## config.mk

```make
export PLATFORM = sky130hd
export DESIGN_NAME = load_store_unit
export DESIGN_NICKNAME = d
export VERILOG_FILES = /design/src/rtl/load_store_unit.sv
export SDC_FILE = /design/constraint.sdc
export NUM_CORES = 1
export LEC_CHECK = 0
export ABC_AREA = 1
export CAP_MARGIN = 20
export CORE_UTILIZATION = 45
export DETAILED_ROUTE_END_ITERATION = 8
export PLACE_DENSITY = 0.82
export SLEW_MARGIN = 30
export SYNTH_ARGS = -nofsm -noshare
export SYNTH_HDL_FRONTEND = slang
export SYNTH_SLANG_ARGS = --single-unit
export TNS_END_PERCENT = 1
```

## constraint.sdc

```tcl
create_clock -name clk -period 4.5 [get_ports clk]
set_input_delay 0.9 -clock clk [delete_from_list [all_inputs] [get_ports clk]]
set_output_delay 0.9 -clock clk [all_outputs]
set_load 0.02 [all_outputs]
```

## src/rtl/load_store_unit.sv

```systemverilog
// MEM-stage load/store initiator for a big-endian, word-port data memory.
// Sub-word stores use read-modify-write; faulting requests skip the memory.
module load_store_unit #(
    parameter int unsigned MEM_BYTES = 40
) (
    input  logic        clk,
    input  logic        rst_n,
    input  logic        req_valid,
    output logic        req_ready,
    input  logic        req_write,
    input  logic [1:0]  req_size,
    input  logic        req_unsigned,
    input  logic [31:0] req_addr,
    input  logic [31:0] req_wdata,
    output logic        resp_valid,
    output logic [31:0] resp_rdata,
    output logic        resp_error,
    output logic [31:0] mem_addr,
    output logic [31:0] mem_wdata,
    output logic        mem_read,
    output logic        mem_write,
    input  logic [31:0] mem_rdata
);

    typedef enum logic [2:0] {
        IDLE, RD, WR, RMW_RD, RMW_WR, RESP
    } state_t;

    localparam logic [31:0] LastBase = 32'(MEM_BYTES - 4);

    state_t      state_q, state_d;
    logic [31:0] addr_q, addr_d;
    logic [31:0] wdata_q, wdata_d;
    logic [31:0] merge_q, merge_d;
    logic [31:0] rdata_q, rdata_d;
    logic [1:0]  size_q, size_d;
    logic [1:0]  off_q, off_d;
    logic        uns_q, uns_d;
    logic        err_q, err_d;

    logic [31:0] base;
    logic        bad;
    logic [4:0]  sh;
    logic [7:0]  lane_b;
    logic [15:0] lane_h;
    logic [31:0] ld_val;
    logic [31:0] mask;
    logic [31:0] merged;

    always_comb begin
        base = {req_addr[31:2], 2'b00};
        bad  = (req_size == 2'b11)
            || (req_size == 2'b01 && req_addr[0])
            || (req_size == 2'b10 && req_addr[1:0] != 2'b00)
            || (base > LastBase);
    end

    // Offset 0 is the most significant lane, so shift = (3 - offset) * 8.
    always_comb begin
        sh = '0;
        unique case (size_q)
            2'b00:   sh = {~off_q, 3'b000};
            2'b01:   sh = {~off_q[1], 4'b0000};
            default: sh = '0;
        endcase
    end

    always_comb begin
        lane_b = 8'(mem_rdata >> sh);
        lane_h = 16'(mem_rdata >> sh);
        ld_val = mem_rdata;
        if (size_q == 2'b00) begin
            ld_val = {{24{lane_b[7] & ~uns_q}}, lane_b};
        end else if (size_q == 2'b01) begin
            ld_val = {{16{lane_h[15] & ~uns_q}}, lane_h};
        end
        mask   = (size_q == 2'b00) ? (32'hFF << sh) : (32'hFFFF << sh);
        merged = (merge_q & ~mask) | ((wdata_q << sh) & mask);
    end

    always_comb begin
        state_d    = state_q;
        addr_d     = addr_q;
        wdata_d    = wdata_q;
        merge_d    = merge_q;
        rdata_d    = rdata_q;
        size_d     = size_q;
        off_d      = off_q;
        uns_d      = uns_q;
        err_d      = err_q;
        req_ready  = 1'b0;
        resp_valid = 1'b0;
        resp_rdata = '0;
        resp_error = 1'b0;
        mem_addr   = '0;
        mem_wdata  = '0;
        mem_read   = 1'b0;
        mem_write  = 1'b0;
        unique case (state_q)
            IDLE: begin
                req_ready = 1'b1;
                if (req_valid) begin
                    addr_d  = base;
                    off_d   = req_addr[1:0];
                    size_d  = req_size;
                    uns_d   = req_unsigned;
                    wdata_d = req_wdata;
                    rdata_d = '0;
                    err_d   = bad;
                    if (bad) begin
                        state_d = RESP;
                    end else if (!req_write) begin
                        state_d = RD;
                    end else if (req_size == 2'b10) begin
                        state_d = WR;
                    end else begin
                        state_d = RMW_RD;
                    end
                end
            end
            RD: begin
                mem_addr = addr_q;
                mem_read = 1'b1;
                rdata_d  = ld_val;
                state_d  = RESP;
            end
            WR: begin
                mem_addr  = addr_q;
                mem_write = 1'b1;
                mem_wdata = wdata_q;
                state_d   = RESP;
            end
            RMW_RD: begin
                mem_addr = addr_q;
                mem_read = 1'b1;
                merge_d  = mem_rdata;
                state_d  = RMW_WR;
            end
            RMW_WR: begin
                mem_addr  = addr_q;
                mem_write = 1'b1;
                mem_wdata = merged;
                state_d   = RESP;
            end
            RESP: begin
                resp_valid = 1'b1;
                resp_rdata = rdata_q;
                resp_error = err_q;
                state_d    = IDLE;
            end
            default: state_d = IDLE;
        endcase
    end

    always_ff @(posedge clk or negedge rst_n) begin
        if (!rst_n) begin
            state_q <= IDLE;
            addr_q  <= '0;
            wdata_q <= '0;
            merge_q <= '0;
            rdata_q <= '0;
            size_q  <= '0;
            off_q   <= '0;
            uns_q   <= 1'b0;
            err_q   <= 1'b0;
        end else begin
            state_q <= state_d;
            addr_q  <= addr_d;
            wdata_q <= wdata_d;
            merge_q <= merge_d;
            rdata_q <= rdata_d;
            size_q  <= size_d;
            off_q   <= off_d;
            uns_q   <= uns_d;
            err_q   <= err_d;
        end
    end

endmodule

```

Yosys cells after proc, flatten, opt, wreduce, memory -nomap -nowiden
Index checks and enable logic that the tools add are counted.
Word-level totals
  flip-flop bits (word level): 135
  input port bits: 103
Operators by class
  $lt $le $gt $ge: 1
  eq/ne operators: 10
  shift-type cells: 4
  multiplexer cells: 19
  bitwise logic cells: 9
  reduce and logical (&&, ||, !) cells: 15
Operators by type and width (number)
  $mux W32: 6
  $pmux W32 S2: 2
  $and A32 B32 Y32: 2
  $gt A32 B6 Y1 const B: 1
  $not A32 Y32: 1
  $or A32 B32 Y32: 1
  $shl A16 B5 Y32 const A: 1
  $shl A32 B5 Y32: 1
  $shl A8 B5 Y32 const A: 1
  $shr A32 B5 Y16: 1
  $pmux W5 S2: 1
  $pmux W3 S3: 1
  $eq A3 B2 Y1 const B: 2
  $eq A3 B3 Y1 const B: 2
  $mux W1: 6
  $mux W3: 2
  $eq A2 B1 Y1 const B: 2
  $eq A2 B2 Y1 const B: 2
  $reduce_and A2 Y1: 2
  $reduce_bool A2 Y1: 2
  $reduce_or A2 Y1: 2
  $reduce_or A4 Y1: 1
  $eq A3 B1 Y1 const B: 1
  $logic_not A3 Y1: 1
  other kinds (9): 14

Depth between registers and ports, before layout
Gate-level depths: netlist of the first run.
  depth in word-level cells: 8
  gate-level depth with buffers: 10
  gate-level depth less buffers: 9

Worst setup path before layout of the first run
No wires, ideal clock.
  kind: register -> output
  from: register state_q[2]
  to: output resp_rdata[10]
  arrival: 1.769 ns
  required time: 3.600 ns
  slack: 1.831 ns
  stages on the path, launching flop included: 6
  path buffers: 1
  cell sequence: dfrtp_1 inv_2 nor3_1 inv_1 buf_2 nor2_1
Between the ends
  cells in the longest elaborated chain, start to end: 2
RTL lines
  from (decl): RTL line 31  | state_t state_q, state_d;
  from (signal assigned): RTL line 167  | state_q <= state_d;
  $eq A3 B3 Y1: RTL line 99  | unique case (state_q)
  $mux W32: RTL line 99
  to (decl): RTL line 16  | output logic [31:0] resp_rdata,
Every way passes these cells.

Final worst setup path of the first run
  from: register size_q[1]
  to: output mem_wdata[25]
Between the ends
  cells in the longest elaborated chain, start to end: 8
  elaborated cells on any way between the ends: 12
  classes of those cells: eq/ne (1); shift (3); mux (3); bitwise (4); reduce/logical (1)
RTL lines
  from (decl): RTL line 36  | logic [1:0] size_q, size_d;
  from (signal assigned): RTL line 172  | size_q <= size_d;
  $eq A2 B1 Y1 / $logic_not A2 Y1 (equally long branches): RTL line 61, 77
  $pmux W5 S2: RTL line 61  | unique case (size_q)
  $shl A16 B5 Y32 / $shl A8 B5 Y32 (equally long branches): RTL line 77  | mask = (size_q == 2'b00) ? (32'hFF << sh) : (32'hFFFF << sh);
  $mux W32: RTL line 77
  $not A32 Y32: RTL line 78  | merged = (merge_q & ~mask) | ((wdata_q << sh) & mask);
  $and A32 B32 Y32: RTL line 78
  $or A32 B32 Y32 (*): RTL line 78
  $pmux W32 S2 (*): RTL line 99
  to (decl): RTL line 19  | output logic [31:0] mem_wdata,
Mark *: on every way between the ends. The rest lies on a longest branch, timed or not.

==> results.ini, run 1 <==
[run_status]
run_status = finished, final reports clean

[power]
ir_drop_mv = 0.3457
total_power_uw = 6989
powerDensity_nw_per_um2 = 718.1
p_leak_uw = 0.004513

[clock_tree]
numCtsBuffers = 17
cts.path.max_buffers = 2
h-tree-depth = 4
tritoncts = done
cts_hold_buf = 0
cts_sinks = 135
cts-root-buf = clkbuf_16
worstSkewPairLatency_ns = 0.42
cts.clk_slew.worst_paths_ns = 0.06
cts_resized = 0
post_cts_buffers = 0

[global_route]
use_met1 = 0.3466
grt_usage = 0.2721
grt_max_degree = 85
grt.busiest_layer = met2
grt_pass1_vias = 6813
grt_pass1_wl_um = 34160
gr-usage-met3 = 0.07679
antenna_found_initial = 0
met2_usage = 0.4343
grt-ovfl-total = 0

[timing]
drv_slew = 0
clock_skew_ns = 0.009598
rsz0062_at_grt = no
setup_viol = 0
worst_pin_slew_ns = 0.8339
tns_ns = 0
fmax_ghz = 0.2468
hold_violations = 0
relSlewSlack = 0.4406
fin_crit_ns = 4.052
layout_setup_ws_ns = 0.4484
finalCritPeriodShare = 0.9004

[placement]
pre_cts_ws_ns = 0.9815
place_congestion = 0.9010
port_buffers = 201
dp_hpwl_um = 15400
dpl-instance-area_um2 = 9143

[setup_path]
max_stage_delay_ns = 0.64
crit_type = reg2out
cp-end-kind = output port
path_cells = nor2_4 -> inv_2 -> a21oi_2 -> o21ai_0 -> o22ai_1 -> clkdlybuf4s50_1
crit_fanout = 16
start_kind = flop
crit_slowest_cell = clkdlybuf4s50_1
critPathRequiredTime_ns = 3.60
arrival_ns = 3.15

[floorplan]
pin_count = 204
initial_core_util = 0.4641
coreArea_um2 = 15310
die_x_um = 127.7
die_h_um = 127.7
rows = 45
die_area_um2 = 16300

[synthesis]
netlist-cell-type-count = 29
syn_inst = 977
synth_seq_area_share = 0.4753
synth-seq-cells = 135
syn_area_um2 = 7108
synth_top_area_frac = 0.4753
synth.area.top_cells = dfrtp_1 (48%), nand2_1 (13%), o21ai_0 (9.4%)
syn_area_per_cell_um2 = 7.275
ys_warn_count = 0
synth_area_leader_cell = dfrtp_1

[detailed_routing]
post_drt_via_cell_ratio = 5.147
wl_per_cell_um = 15.71
drtIter0Drc = 951
ant_nets = 0
dr.pass1.iters = 7
routed_wl_um = 21600
vias = 7077
drc = 0

[finish]
utilization = 0.6355
layout-drive-gt1-share = 0.05498
antennaDiodeCount = 0
area_delta_synth_final_pct = 36.93
fin_nets = 1254
design_area_um2 = 9733

[run]
maxCapViolCount = 0

[worst_hold_path]
hold_path_class = reg2reg

-- sequential cells by signal, indices dropped and copies added, names as in the netlist --
signal	count
off_q	2
size_q	2
uns_q	1
err_q	1
rdata_q	32
merge_q	32
state_q	3
wdata_q	32
addr_q	30
-- worst paths after layout --
path | start | cells past startpoint | slack, ns | endpoint
min in group asynchronous | rst_n | 1 | 0.56 | addr_q[16]$_DFFE_PN0P_
worst min register to register | merge_q[18]$_DFFE_PN0P_ | 2 | 0.47 | merge_q[18]$_DFFE_PN0P_
worst max-delay path | size_q[1]$_DFFE_PN0P_ | 6 | 0.45 | mem_wdata[25]
worst max register to register | state_q[1]$_DFFE_PN0P_ | 8 | 2.03 | wdata_q[5]$_DFFE_PN0P_
max in group asynchronous | rst_n | 2 | 3.06 | merge_q[19]$_DFFE_PN0P_
worst min-delay path | merge_q[18]$_DFFE_PN0P_ | 2 | 0.47 | merge_q[18]$_DFFE_PN0P_
-- cells by family (layout without fill, tap and decap cells) --
kind of cell	count (synthesis)	after routing	synth area share
AOI/OAI and AO/OA	189	189	0.1389
DFF	135	135	0.4753
other	1	2	0.0005276
buffers and inverters	199	385	0.1199
and+or+nand+nor	453	453	0.2654
-- layout make-up --
cell class | count | area [um^2]
sequential | 135 | 3378
clock buffer | 19 | 442.9
clock inverter | 13 | 147.6
fill | 1336 | 5582
tap | 211 | 264.0
inverter | 146 | 549.3
multi-input combinational | 644 | 2884
timing repair buffer | 207 | 2067
-- report_power, final --
part	total (uW)	leakage (uW)	switching (uW)	internal, uW
Clock	1400	0.000277	567	836
Combinational	3730	0.00268	2340	1390
Sequential	1860	0.00155	203	1660
-- synth_stat cells --
cell / n
buf_4: 16
dfrtp_1: 135
nand4_1: 3
nor3_4: 1
nand2_1: 250
clkinv_1: 1
buf_2: 18
conb_1: 1
buf_6: 3
a21oi_2: 2
o22ai_1: 18
o2111ai_1: 1
o21a_1: 1
nor2_2: 1
nand2_2: 4
nand3_2: 1
nor2_1: 115
nand2_4: 1
buf_1: 1
o211ai_1: 2
nor2_4: 7
o21ai_1: 17
clkbuf_1: 15
inv_2: 7
inv_1: 138
nor3_1: 2
o21ai_0: 133
a21oi_1: 15
nand3_1: 68
-- metal layers --
layer,part of all wire,vias to the layer above
met5,0,-
met4,0.028,0
met3,0.092,52
met2,0.47,319
met1,0.41,3304
li1,-,3402
-- critical path: cells and delay by family (launching register included) --
family                 cells  cell delay [ns]
AO/OA/AOI/OAI              3             0.87
buffers and inverters      2             0.88
AND/OR/NAND/NOR            1             0.41
flip-flops                 1             0.56
-- cell usage in the layout (no fill, tap or decap), drive strengths merged --
master | Yosys | final
nor3 | 3 | 3
a21oi | 17 | 17
o211ai | 2 | 2
clkinvlp | 0 | 4
o21a | 1 | 1
nand4 | 3 | 3
clkinv | 1 | 7
inv | 145 | 146
clkdlybuf4s50 | 0 | 200
bufinv | 0 | 2
o21ai | 150 | 150
nand3 | 69 | 69
o2111ai | 1 | 1
nor2 | 123 | 123
clkbuf | 15 | 19
o22ai | 18 | 18
conb | 1 | 2
buf | 38 | 7
dfrtp | 135 | 135
nand2 | 255 | 255
-- per-stage QoR --
stage	cells	hold WS, ns
finish	1375	0.4718
global route	1375	0.4989
global placement	1343	0.4508
floorplan	978	0.4367
CTS	1375	0.4716
detailed placement	1343	0.4562
Note: power is estimated with default switching activity, not from simulation.
==> run 2, diff against run 1 <==
--- a/config.mk
+++ b/config.mk
@@ -7,9 +7,9 @@
 export LEC_CHECK = 0
 export ABC_AREA = 1
 export CAP_MARGIN = 20
-export CORE_UTILIZATION = 45
+export CORE_UTILIZATION = 36
 export DETAILED_ROUTE_END_ITERATION = 8
-export PLACE_DENSITY = 0.82
+export PLACE_DENSITY = 0.69
 export SLEW_MARGIN = 30
 export SYNTH_ARGS = -nofsm -noshare
 export SYNTH_HDL_FRONTEND = slang
==> results.ini, run 2 (synthesis results as in run 1) <==
[detailed_routing]
wl_per_cell_um = 15.40  ; was 15.71 um
post_drt_via_cell_ratio = 4.786  ; was 5.147
routed_wl_um = 22060  ; was 21600 um
vias = 6859  ; was 7077
ant_nets = 0  ; unchanged
drc = 0  ; unchanged
drtIter0Drc = 431  ; was 951
dr.pass1.iters = 5  ; was 7

[clock_tree]
numCtsBuffers = 17  ; unchanged
worstSkewPairLatency_ns = 0.42  ; about the same
cts_sinks = 135  ; unchanged
tritoncts = done  ; unchanged
cts.path.max_buffers = 2  ; unchanged
cts.clk_slew.worst_paths_ns = 0.07  ; was 0.06 ns
post_cts_buffers = 0  ; unchanged
h-tree-depth = 4  ; unchanged
cts-root-buf = clkbuf_16  ; unchanged

[run_status]
run_status = finished, final reports clean  ; unchanged

[finish]
largestRegisters = merge_q: 32 flops, rdata_q: 32 flops, wdata_q: 32 flops  ; unchanged
antennaDiodeCount = 0  ; unchanged
fin_cells = 1433  ; was 1375
area_delta_synth_final_pct = 38.23  ; was 36.93%
layout_commonest_cell = nand2_1  ; unchanged
fillerInstances = 1984  ; was 1336
layout-drive-gt1-share = 0.05908  ; was 0.05498
mostFrequentLayoutCells = nand2_1 (250), clkdlybuf4s50_1 (200), inv_1 (137), dfrtp_1 (135), o21ai_0 (133)  ; was nand2_1 (250), clkdlybuf4s50_1 (200), inv_1 (136), dfrtp_1 (135), o21ai_0 (133)
fin_nets = 1258  ; was 1254

[setup_path]
crit_type = reg2out  ; unchanged
start_kind = flop  ; unchanged
ff2ff_setup_slack_ns = 2.26  ; was 2.03 ns
cp-end-kind = output port  ; unchanged
r2r_cells = 9  ; was 8
arrival_ns = 3.20  ; was 3.15 ns
crit_fanout = 16  ; unchanged
rr_startpoint = size_q[1]$_DFFE_PN0P_  ; was state_q[1]$_DFFE_PN0P_
reg2reg_to = rdata_q[19]$_DFFE_PN0P_  ; was wdata_q[5]$_DFFE_PN0P_
critPathRequiredTime_ns = 3.60  ; about the same

[power]
ir_drop_mv = 0.3327  ; was 0.3457 mV
total_power_uw = 7002  ; was 6989 uW
p_leak_uw = 0.004546  ; was 0.004513 uW
powerDensity_nw_per_um2 = 712.6  ; was 718.1 nW/um^2

[global_route]
grt_pass1_vias = 6639  ; was 6813
grt_usage = 0.2268  ; was 0.2721
grt-ovfl-total = 0  ; unchanged
antenna_found_initial = 2  ; was 0
grt_pass1_wl_um = 35250  ; was 34160 um
grt_max_degree = 89  ; was 85

[timing]
relSlewSlack = 0.4441  ; was 0.4406
clock_skew_ns = 0.009970  ; was 0.009598 ns
layout_setup_ws_ns = 0.4042  ; was 0.4484 ns
tns_ns = 0  ; unchanged
hold_ws_ns = 0.4775  ; was 0.4718 ns
rsz0062_at_grt = no  ; unchanged
fin_crit_ns = 4.096  ; was 4.052 ns
fmax_ghz = 0.2442  ; was 0.2468 GHz
worst_pin_slew_ns = 0.8338  ; was 0.8339 ns
setup_viol = 0  ; unchanged
drv_slew = 0  ; unchanged
hold_violations = 0  ; unchanged
finalCritPeriodShare = 0.9102  ; was 0.9004

[worst_hold_path]
worstHoldPathCells = 2  ; unchanged
hold_path_class = reg2reg  ; unchanged
min_to = merge_q[20]$_DFFE_PN0P_  ; was merge_q[18]$_DFFE_PN0P_
hp-start = merge_q[20]$_DFFE_PN0P_  ; was merge_q[18]$_DFFE_PN0P_

[placement]
pre_cts_ws_ns = 0.7837  ; was 0.9815 ns
port_buffers = 201  ; unchanged
placedCellCount = 1401  ; was 1343
place_congestion = 0.8938  ; was 0.9010
dp_hpwl_um = 16090  ; was 15400 um

[floorplan]
rows = 51  ; was 45
initial_core_util = 0.3664  ; was 0.4641
die_x_um = 142.5  ; was 127.7 um
die_h_um = 142.5  ; was 127.7 um
pin_count = 204  ; unchanged
die_area_um2 = 20310  ; was 16300 um^2
coreArea_um2 = 19400  ; was 15310 um^2

[run]
maxCapViolCount = 0  ; unchanged

## run 2: routing by layer
metal	global-route usage	vias up	part of all wire
li1	-	3420	-
met1	0.3117	3157	0.46
met2	0.3501	241	0.45
met3	0.04711	39	0.069
met4	0.08546	2	0.024
met5	0	-	0.00059
## run 2: metrics by stage
step	area (um^2)	util
6_report	9826	0.5065
5_1_grt	9826	0.5065
4_1_cts	9821	0.5063
3_5_place_dp	9231	0.4759
3_3_place_gp	9231	0.4759
2_1_floorplan	7112	-
## run 2: final cells by class
cell class / instances / area, um^2 / share of cell area
timing repair buffer: 211 / 2088 / 0.2125
clock inverter: 14 / 150.1 / 0.01528
multi-input combinational: 644 / 2889 / 0.2940
sequential: 135 / 3378 / 0.3438
clock buffer: 18 / 439.2 / 0.04470
tap: 265 / 331.6 / 0.03375
inverter: 146 / 549.3 / 0.05590
## run 2: worst max path at each step
stage / start / end / slack (ns) / cells after the start
floorplan: state_q[2]$_DFFE_PN0P_ / resp_rdata[10] / 1.83 / 5
global placement: size_q[1]$_DFFE_PN0P_ / mem_wdata[21] / 0.87 / 7
detailed placement: size_q[1]$_DFFE_PN0P_ / mem_wdata[20] / 0.78 / 7
CTS: size_q[1]$_DFFE_PN0P_ / mem_wdata[20] / 0.33 / 7
global route: size_q[1]$_DFFE_PN0P_ / mem_wdata[30] / 0.08 / 6
finish: size_q[1]$_DFFE_PN0P_ / mem_wdata[26] / 0.40 / 6
## run 2: critical path, stage by stage, from the launching register on
cell and delay, ns:
dfrtp_1 0.58, nor2_4 0.43, inv_2 0.23, a21oi_2 0.57, o21ai_0 0.21, o22ai_1 0.15
clkdlybuf4s50_1 0.62
## run 2: timing repair
| item | CTS | global route |
|---|---|---|
| setup endpoints to repair | 0 | 2 |
| hold buffers | 0 | 0 |
| resized for setup | 0 | 1 |
## run 2: power by group
group	leakage [uW]	switching, uW	internal [uW]
sequential	0.00155	216	1650
combinational	0.00270	2330	1400
clock	0.000289	602	801
total	0.00455	3150	3850
